`config.mk`:
```
export PLATFORM = sky130hd
export DESIGN_NAME = mm_row_scheduler
export DESIGN_NICKNAME = d
export VERILOG_FILES = /design/src/rtl/mm_row_scheduler.sv
export SDC_FILE = /design/constraint.sdc
export NUM_CORES = 1
export LEC_CHECK = 0
export BUFFER_PORTS_ARGS = -buffer_cell sky130_fd_sc_hd__clkbuf_2
export CAP_MARGIN = 5
export CORE_MARGIN = 10
export CORE_UTILIZATION = 30
export CTS_BUF_LIST = sky130_fd_sc_hd__clkbuf_8
export DETAILED_ROUTE_END_ITERATION = 12
export MAX_ROUTING_LAYER = met4
export PLACE_DENSITY_LB_ADDON = 0.12
export SYNTH_ARGS = -nofsm -noshare
export SYNTH_HDL_FRONTEND = slang
export SYNTH_SLANG_ARGS = --single-unit
```
`constraint.sdc`:
```
create_clock -name clk -period 2.7 [get_ports clk]
set_clock_uncertainty 0.1 [all_clocks]
set_input_delay 0.135 -clock clk [delete_from_list [all_inputs] [get_ports clk]]
set_output_delay 0.135 -clock clk [all_outputs]
set_load 0.05 [all_outputs]
```
`src/rtl/mm_row_scheduler.sv`:
```
// Row-at-a-time scheduler for an [M x O] matrix multiply: issues O dot products per
// C row, gathers the in-order results into a row buffer and hands the row to a sink.
module mm_row_scheduler #(
    parameter int BATCH_SIZE          = 8,
    parameter int LOG_BATCH_SIZE      = 3,
    parameter int OUTPUT_FEATURES     = 8,
    parameter int LOG_OUTPUT_FEATURES = 3,
    parameter int OUTPUT_WIDTH        = 16
) (
    input  logic                                      clk,
    input  logic                                      rst,
    input  logic                                      start,
    output logic                                      busy,
    output logic                                      done,
    output logic [LOG_BATCH_SIZE-1:0]                 inputAddr,
    output logic [LOG_OUTPUT_FEATURES-1:0]            weightAddr,
    output logic                                      dpValid,
    input  logic [OUTPUT_WIDTH-1:0]                   dpResult,
    input  logic                                      dpResultValid,
    output logic [OUTPUT_FEATURES*OUTPUT_WIDTH-1:0]   outputData,
    output logic [LOG_BATCH_SIZE-1:0]                 outputAddr,
    output logic                                      outputWrEn,
    input  logic                                      outputWrReady,
    output logic                                      overflowErr
);

    localparam int CNT_W = LOG_OUTPUT_FEATURES + 1;
    localparam logic [LOG_BATCH_SIZE-1:0]      LAST_ROW = LOG_BATCH_SIZE'(BATCH_SIZE - 1);
    localparam logic [LOG_OUTPUT_FEATURES-1:0] LAST_COL = LOG_OUTPUT_FEATURES'(OUTPUT_FEATURES - 1);
    localparam logic [CNT_W-1:0]               FULL_CNT = CNT_W'(OUTPUT_FEATURES);

    typedef enum logic [2:0] {
        IDLE,
        ISSUE,
        DRAIN,
        WRITE,
        DONE
    } state_t;

    state_t                                       state_q, state_d;
    logic [LOG_BATCH_SIZE-1:0]                    row_q, row_d;
    logic [LOG_OUTPUT_FEATURES-1:0]               col_q, col_d;
    logic [CNT_W-1:0]                             res_cnt_q, res_cnt_d;
    logic                                         overflow_q, overflow_d;
    logic [OUTPUT_FEATURES-1:0][OUTPUT_WIDTH-1:0] row_buf_q, row_buf_d;
    logic                                         slot_free;

    // Results are only expected while the current row still has empty slots.
    assign slot_free = ((state_q == ISSUE) || (state_q == DRAIN)) && (res_cnt_q < FULL_CNT);

    always_comb begin
        state_d    = state_q;
        row_d      = row_q;
        col_d      = col_q;
        res_cnt_d  = res_cnt_q;
        overflow_d = overflow_q;
        row_buf_d  = row_buf_q;

        if (dpResultValid) begin
            if (slot_free) begin
                row_buf_d[res_cnt_q[LOG_OUTPUT_FEATURES-1:0]] = dpResult;
                res_cnt_d = res_cnt_q + 1'b1;
            end else begin
                overflow_d = 1'b1;
            end
        end

        case (state_q)
            IDLE: begin
                if (start) begin
                    row_d      = '0;
                    col_d      = '0;
                    res_cnt_d  = '0;
                    overflow_d = 1'b0;
                    state_d    = ISSUE;
                end
            end
            ISSUE: begin
                // col parks on the last column so the weight address holds through DRAIN/WRITE
                if (col_q == LAST_COL) begin
                    state_d = DRAIN;
                end else begin
                    col_d = col_q + 1'b1;
                end
            end
            DRAIN: begin
                if (res_cnt_q == FULL_CNT) begin
                    state_d = WRITE;
                end
            end
            WRITE: begin
                if (outputWrReady) begin
                    if (row_q == LAST_ROW) begin
                        state_d = DONE;
                    end else begin
                        row_d     = row_q + 1'b1;
                        col_d     = '0;
                        res_cnt_d = '0;
                        state_d   = ISSUE;
                    end
                end
            end
            DONE: begin
                state_d = IDLE;
            end
            default: begin
                state_d = IDLE;
            end
        endcase
    end

    always_ff @(posedge clk) begin
        if (!rst) begin
            state_q    <= IDLE;
            row_q      <= '0;
            col_q      <= '0;
            res_cnt_q  <= '0;
            overflow_q <= 1'b0;
            row_buf_q  <= '0;
        end else begin
            state_q    <= state_d;
            row_q      <= row_d;
            col_q      <= col_d;
            res_cnt_q  <= res_cnt_d;
            overflow_q <= overflow_d;
            row_buf_q  <= row_buf_d;
        end
    end

    assign busy        = (state_q != IDLE);
    assign done        = (state_q == DONE);
    assign dpValid     = (state_q == ISSUE);
    assign outputWrEn  = (state_q == WRITE);
    assign inputAddr   = row_q;
    assign weightAddr  = col_q;
    assign outputAddr  = row_q;
    assign outputData  = row_buf_q;
    assign overflowErr = overflow_q;

endmodule

```
=== Word-level counts from Yosys, hierarchy flattened ===
Cells that the tools add are included.

* Flip-flop bits (word level): 142
* Bits of input ports: 21

* Add/sub/neg operators: 3
* $lt $le $gt $ge: 3
* Eq/ne operators: 13
* Muxes and demuxes: 27
* Reductions and logical operators: 11

{| class="wikitable"
|+ Operators by type and width
! operator !! number
|-
| $bwmux W128 || 1
|-
| $demux W16 S3 || 1
|-
| $mux W3 || 11
|-
| $mux W4 || 5
|-
| $mux W16 || 1
|-
| $pmux W3 S4 || 1
|-
| $eq A3 B3 Y1 const B || 3
|-
| $pmux W3 S3 || 1
|-
| $pmux W4 S2 || 1
|-
| $reduce_and A4 Y1 || 2
|-
| $add A3 B1 Y3 const B || 2
|-
| $eq A3 B2 Y1 const B || 2
|-
| $ne A2 B1 Y1 const B || 3
|-
| $ne A2 B2 Y1 const B || 3
|-
| $pmux W3 S2 || 1
|-
| $reduce_bool A3 Y1 || 2
|-
| $reduce_and A5 Y1 || 1
|-
| $add A4 B1 Y4 const B || 1
|-
| $eq A4 B4 Y1 const B || 1
|-
| $lt A3 B4 Y1 const B || 1
|-
| $lt A4 B4 Y1 const B || 1
|-
| $mux W1 || 4
|-
| $eq A3 B1 Y1 const B || 1
|-
| $ge A3 B1 Y1 const B || 1
|-
| other kinds (5) || 6
|}

=== Logic depth before layout (Yosys ltp) ===
* Depth after elaboration: 8
* Depth in mapped cells: 7
* Depth with buffers taken out: 6

=== Worst setup path before layout ===
No wires, ideal clock.

* Path kind: register -> register
* Start point: reg row_q[0], in the netlist inputAddr[0]
* End point: reg col_q[1], in the netlist weightAddr[1]
* Arrival: 1.760 ns
* Path slack: 0.768 ns
* Stages on the path, launching flop included: 7
* Cells stage by stage: dfxtp_1 > ha_1 > ha_1 > nor2b_1 > a21oi_1 > nor3_1 > mux2i_1

* Cells in the longest elaborated chain, start to end: 3

{| class="wikitable"
|+ Ends and longest elaborated chain
! element !! line !! source
|-
| start: declaration || 41 || <nowiki>logic [LOG_BATCH_SIZE-1:0] row_q, row_d;</nowiki>
|-
| start signal: assignment || 122 || <nowiki>row_q <= row_d;</nowiki>
|-
| $eq A3 B3 Y1 || 93 || <nowiki>if (row_q == LAST_ROW) begin</nowiki>
|-
| $ne A2 B2 Y1 (no line) || -- ||
|-
| $reduce_and A5 Y1 (no line) || -- ||
|-
| end signal: assignment || 123 || <nowiki>col_q <= col_d;</nowiki>
|-
| end: declaration || 42 || <nowiki>logic [LOG_OUTPUT_FEATURES-1:0] col_q, col_d;</nowiki>
|}

Every way passes these cells.
A chain may end at the register's enable or synchronous reset.

=== Final worst setup path ===
* Start point: reg state_q[0]
* End point: reg row_buf_q (netlist bit outputData[5])

* Cells in the longest elaborated chain, start to end: 4

{| class="wikitable"
|+ Ends and longest elaborated chain
! element !! line !! source
|-
| start: declaration || 40 || <nowiki>state_t state_q, state_d;</nowiki>
|-
| start signal: assignment || 121 || <nowiki>state_q <= state_d;</nowiki>
|-
| $eq A3 B1 Y1 / $eq A3 B2 Y1 (equally long branches) || 49 || <nowiki>assign slot_free = ((state_q == ISSUE) || (state_q == DRAIN)) && (res_cnt_q < FULL_CNT);</nowiki>
|-
| $logic_or A1 B1 Y1 * || 49 ||
|-
| $logic_and A1 B1 Y1 * || 49 ||
|-
| $reduce_and A2 Y1 (no line) * || -- ||
|-
| end signal: assignment || 126 || <nowiki>row_buf_q <= row_buf_d;</nowiki>
|-
| end: declaration || 45 || <nowiki>logic [OUTPUT_FEATURES-1:0][OUTPUT_WIDTH-1:0] row_buf_q, row_buf_d;</nowiki>
|}

Mark *: on every way between the ends. The rest lies on a longest branch, timed or not.

==> reports/metrics.yaml <==
sta:
  rsz0062_at_grt: "no"
  setup_violations: 0
  period_share_pct: 86.2
  final.setup.worst_slack_ns: 0.373
  hold_viol: 0
  fin_tns_setup_ns: 0
  slew_headroom_pct: 52.9
  fmax_mhz: 430
  drv_slew: 0
  tightest_slew_ns: 0.707
  fin_crit_ns: 2.33
die:
  dieArea_mm2: 0.0241
  start_util_pct: 30.6
  die_h_um: 155
  fp.dieW_um: 155
  std_cell_rows: 49
  core-area_mm2: 0.0180
  pin_count: 163
global_routing:
  grt_overflow: 0
  antenna_found_initial: 0
  grt_pass1_vias: 4436
  grt_pass1_wl_um: 26500
  grt_max_degree: 66
  grt_util_all_layers_pct: 14.6
clock_tree:
  cts_tree: "built"
  path_clk_slew_ns: 0.08
  clk_path_buf_depth: 2
  htreeDepth: 4
  cts_buffers: 17
  cts_sinks: 142
  clock-root-buffer: "clkbuf_8"
  clk-insertion-delay-late_ns: 0.43
  cts_resized: 0
yosys:
  syn-cell-area_mm2: 0.00549
  syn_avg_cell_area_um2: 10.2
  synthArstFlopShare_pct: 0
  yosysWarnings: 0
  syn_nets: 565
  synthCells: 538
  dominantRegCellSynth: "dfxtp_1"
  synth-edff-count: 0
  yosysSeqAreaShare_pct: 51.8
  yosys.cell_types.count: 38
  ys_seq_elements: 142
run:
  cap_violations: 0
detailed_routing:
  routed_wl_um: 17300
  drt_iter0_drc: 176
  drc_errors: 0
  wl_per_cell_um: 18.6
  vias: 4322
  viasPerCell: 4.64
  drtAntennaViolNets: 0
  first_pass_iters: 4
worst_setup_path:
  startpoint_type: "register"
  cp.arrival_ns: 2.52
  startpoint: "state_q[0]"
  cp-end-kind: "register"
  cp_max_fo: 16
  critPathKind: "reg -> reg"
  required_ns: 2.90
  rrSetupSlack_ns: 0.37
  cp_slowest_cell: "dfxtp_1"
  reg2reg_depth: 4
  reg2reg_from: "state_q[0]"
  reg2reg_to: "outputData[5]"
  cpPeakStageDelay_ns: 0.60
  critical_path.cell_chain: "xor2_1, and4_1, nand2_2, mux2i_1"
final_layout:
  mostFrequentLayoutCells: "clkbuf_2, nand2_1, dfxtp_1"
  final_nets: 717
  final_cell_area_mm2: 0.00691
  antennaDiodeCount: 0
  syn2layout_area_growth_pct: 25.8
  mostFrequentLayoutCell: "clkbuf_2"
  drive_gt1_share_pct: 29.4
pwr:
  power_switching_mw: 1.06
  swShare_pct: 25.1
  powerDensity_mw_per_mm2: 615
  internal_power_mw: 3.18
  p_leak_nw: 3.79
  p_seq_share_pct: 50.1
  irDropWorstVdd_v: 0.000302
  comb_power_share_pct: 6.2
  clkPwrFrac_pct: 43.7
worst_hold_path:
  min_from: "dpResult[15]"
  hold_end: "outputData[111]"
  hold_depth: 3
  hp-class: "in -> reg"
placement:
  dp_slack_ns: 0.439
  post_dp_cell_area_mm2: 0.00645
  gp_congestion: 0.827
  io_buffers: 162
  dpl.hpwl_um: 12400
outcome:
  status: "finished, final reports clean"
synthesized netlist by cell type (3+ instances only):
cell      instances  area [um2]
nand2_1         152         571
dfxtp_1         142        2840
mux2i_1         132        1320
clkbuf_1         20        75.1
nor2_1           11        41.3
buf_4             8        60.1
buf_2             7        35.0
ha_1              6        75.1
and3_1            5        31.3
inv_1             5        18.8
nand3_1           4        20.0
nand3_4           4        70.1
nand3b_1          4        30.0
nor2b_1           4        25.0
a21oi_1           3        15.0
o21ai_0           3        15.0
power by group through the flow:
stage | logic (mW) | registers (mW) | clock network, mW
floorplan | 0.129 | 2.22 | 0
global placement | 0.260 | 2.17 | 0
detailed placement | 0.263 | 2.18 | 0
CTS | 0.267 | 2.13 | 1.91
global route | 0.283 | 2.13 | 2.00
finish | 0.262 | 2.13 | 1.86
cell families (layout without fill, tap and decap cells):
group / after synthesis / count (layout) / synth area share, %
AO/OA/AOI/OAI: 14 / 14 / 1.78
XOR/XNOR: 3 / 3 / 0.479
adder cells (fa/ha/maj): 6 / 6 / 1.37
buffers and inverters: 42 / 207 / 3.85
flip-flops: 142 / 142 / 51.8
multiplexers: 132 / 132 / 24.1
AND/OR/NAND/NOR: 199 / 199 / 16.7
per-layer routing:
metal | track usage, % | vias to the layer above | wire (um)
met4 | 4.77 | 0 | 208
met3 | 4.91 | 9 | 1100
met5 | - | - | 0
li1 | - | 2109 | -
met2 | 22.4 | 114 | 8130
met1 | 17.8 | 2090 | 7860
stage by stage:
stage	hold slack, ns	total power [mW]	cells	utilization (%)
6_report	0.0534	4.24	932	38.4
5_1_grt	0.0532	4.41	932	38.4
4_1_cts	0.0284	4.30	932	38.4
3_5_place_dp	0.349	2.44	897	35.9
3_3_place_gp	0.336	2.43	897	35.9
2_1_floorplan	0.188	2.35	538	-
flip-flops by register name (all words and copies together), names as in the netlist:
register     cells
overflowErr      1
state_q          3
inputAddr        3
weightAddr       3
outputData     128
res_cnt_q        4
layout make-up:
type / count / area [um2]
clock inverters: 15 / 195
well taps: 229 / 287
repair buffers: 170 / 893
clock buffers: 17 / 234
inverters: 5 / 18.8
multi-input cells: 354 / 2430
flip-flops and latches: 142 / 2840
fillers: 1776 / 11100
what timing repair did:
| item | in CTS | in global routing |
|---|---|---|
| hold buffers | 3 | 0 |
| hold endpoints to repair | 3 | 0 |
| setup buffers | 0 | 0 |
worst max path at each step:
stage	to	slack (ns)	cells after the start
2_1_floorplan	weightAddr[1]	0.77	6
3_3_place_gp	outputData[5]	0.52	4
3_5_place_dp	outputData[0]	0.44	4
4_1_cts	outputData[5]	0.41	4
5_1_grt	outputData[0]	0.21	4
6_report	outputData[5]	0.37	4
worst max-delay path: cells and delay by family, from the launching register on:
| family | cells | cell delay [ns] |
|---|---|---|
| xor+xnor | 1 | 0.39 |
| flops | 1 | 0.60 |
| mux | 1 | 0.21 |
| simple gates | 2 | 0.87 |
Power figures use the tool's default switching activity.
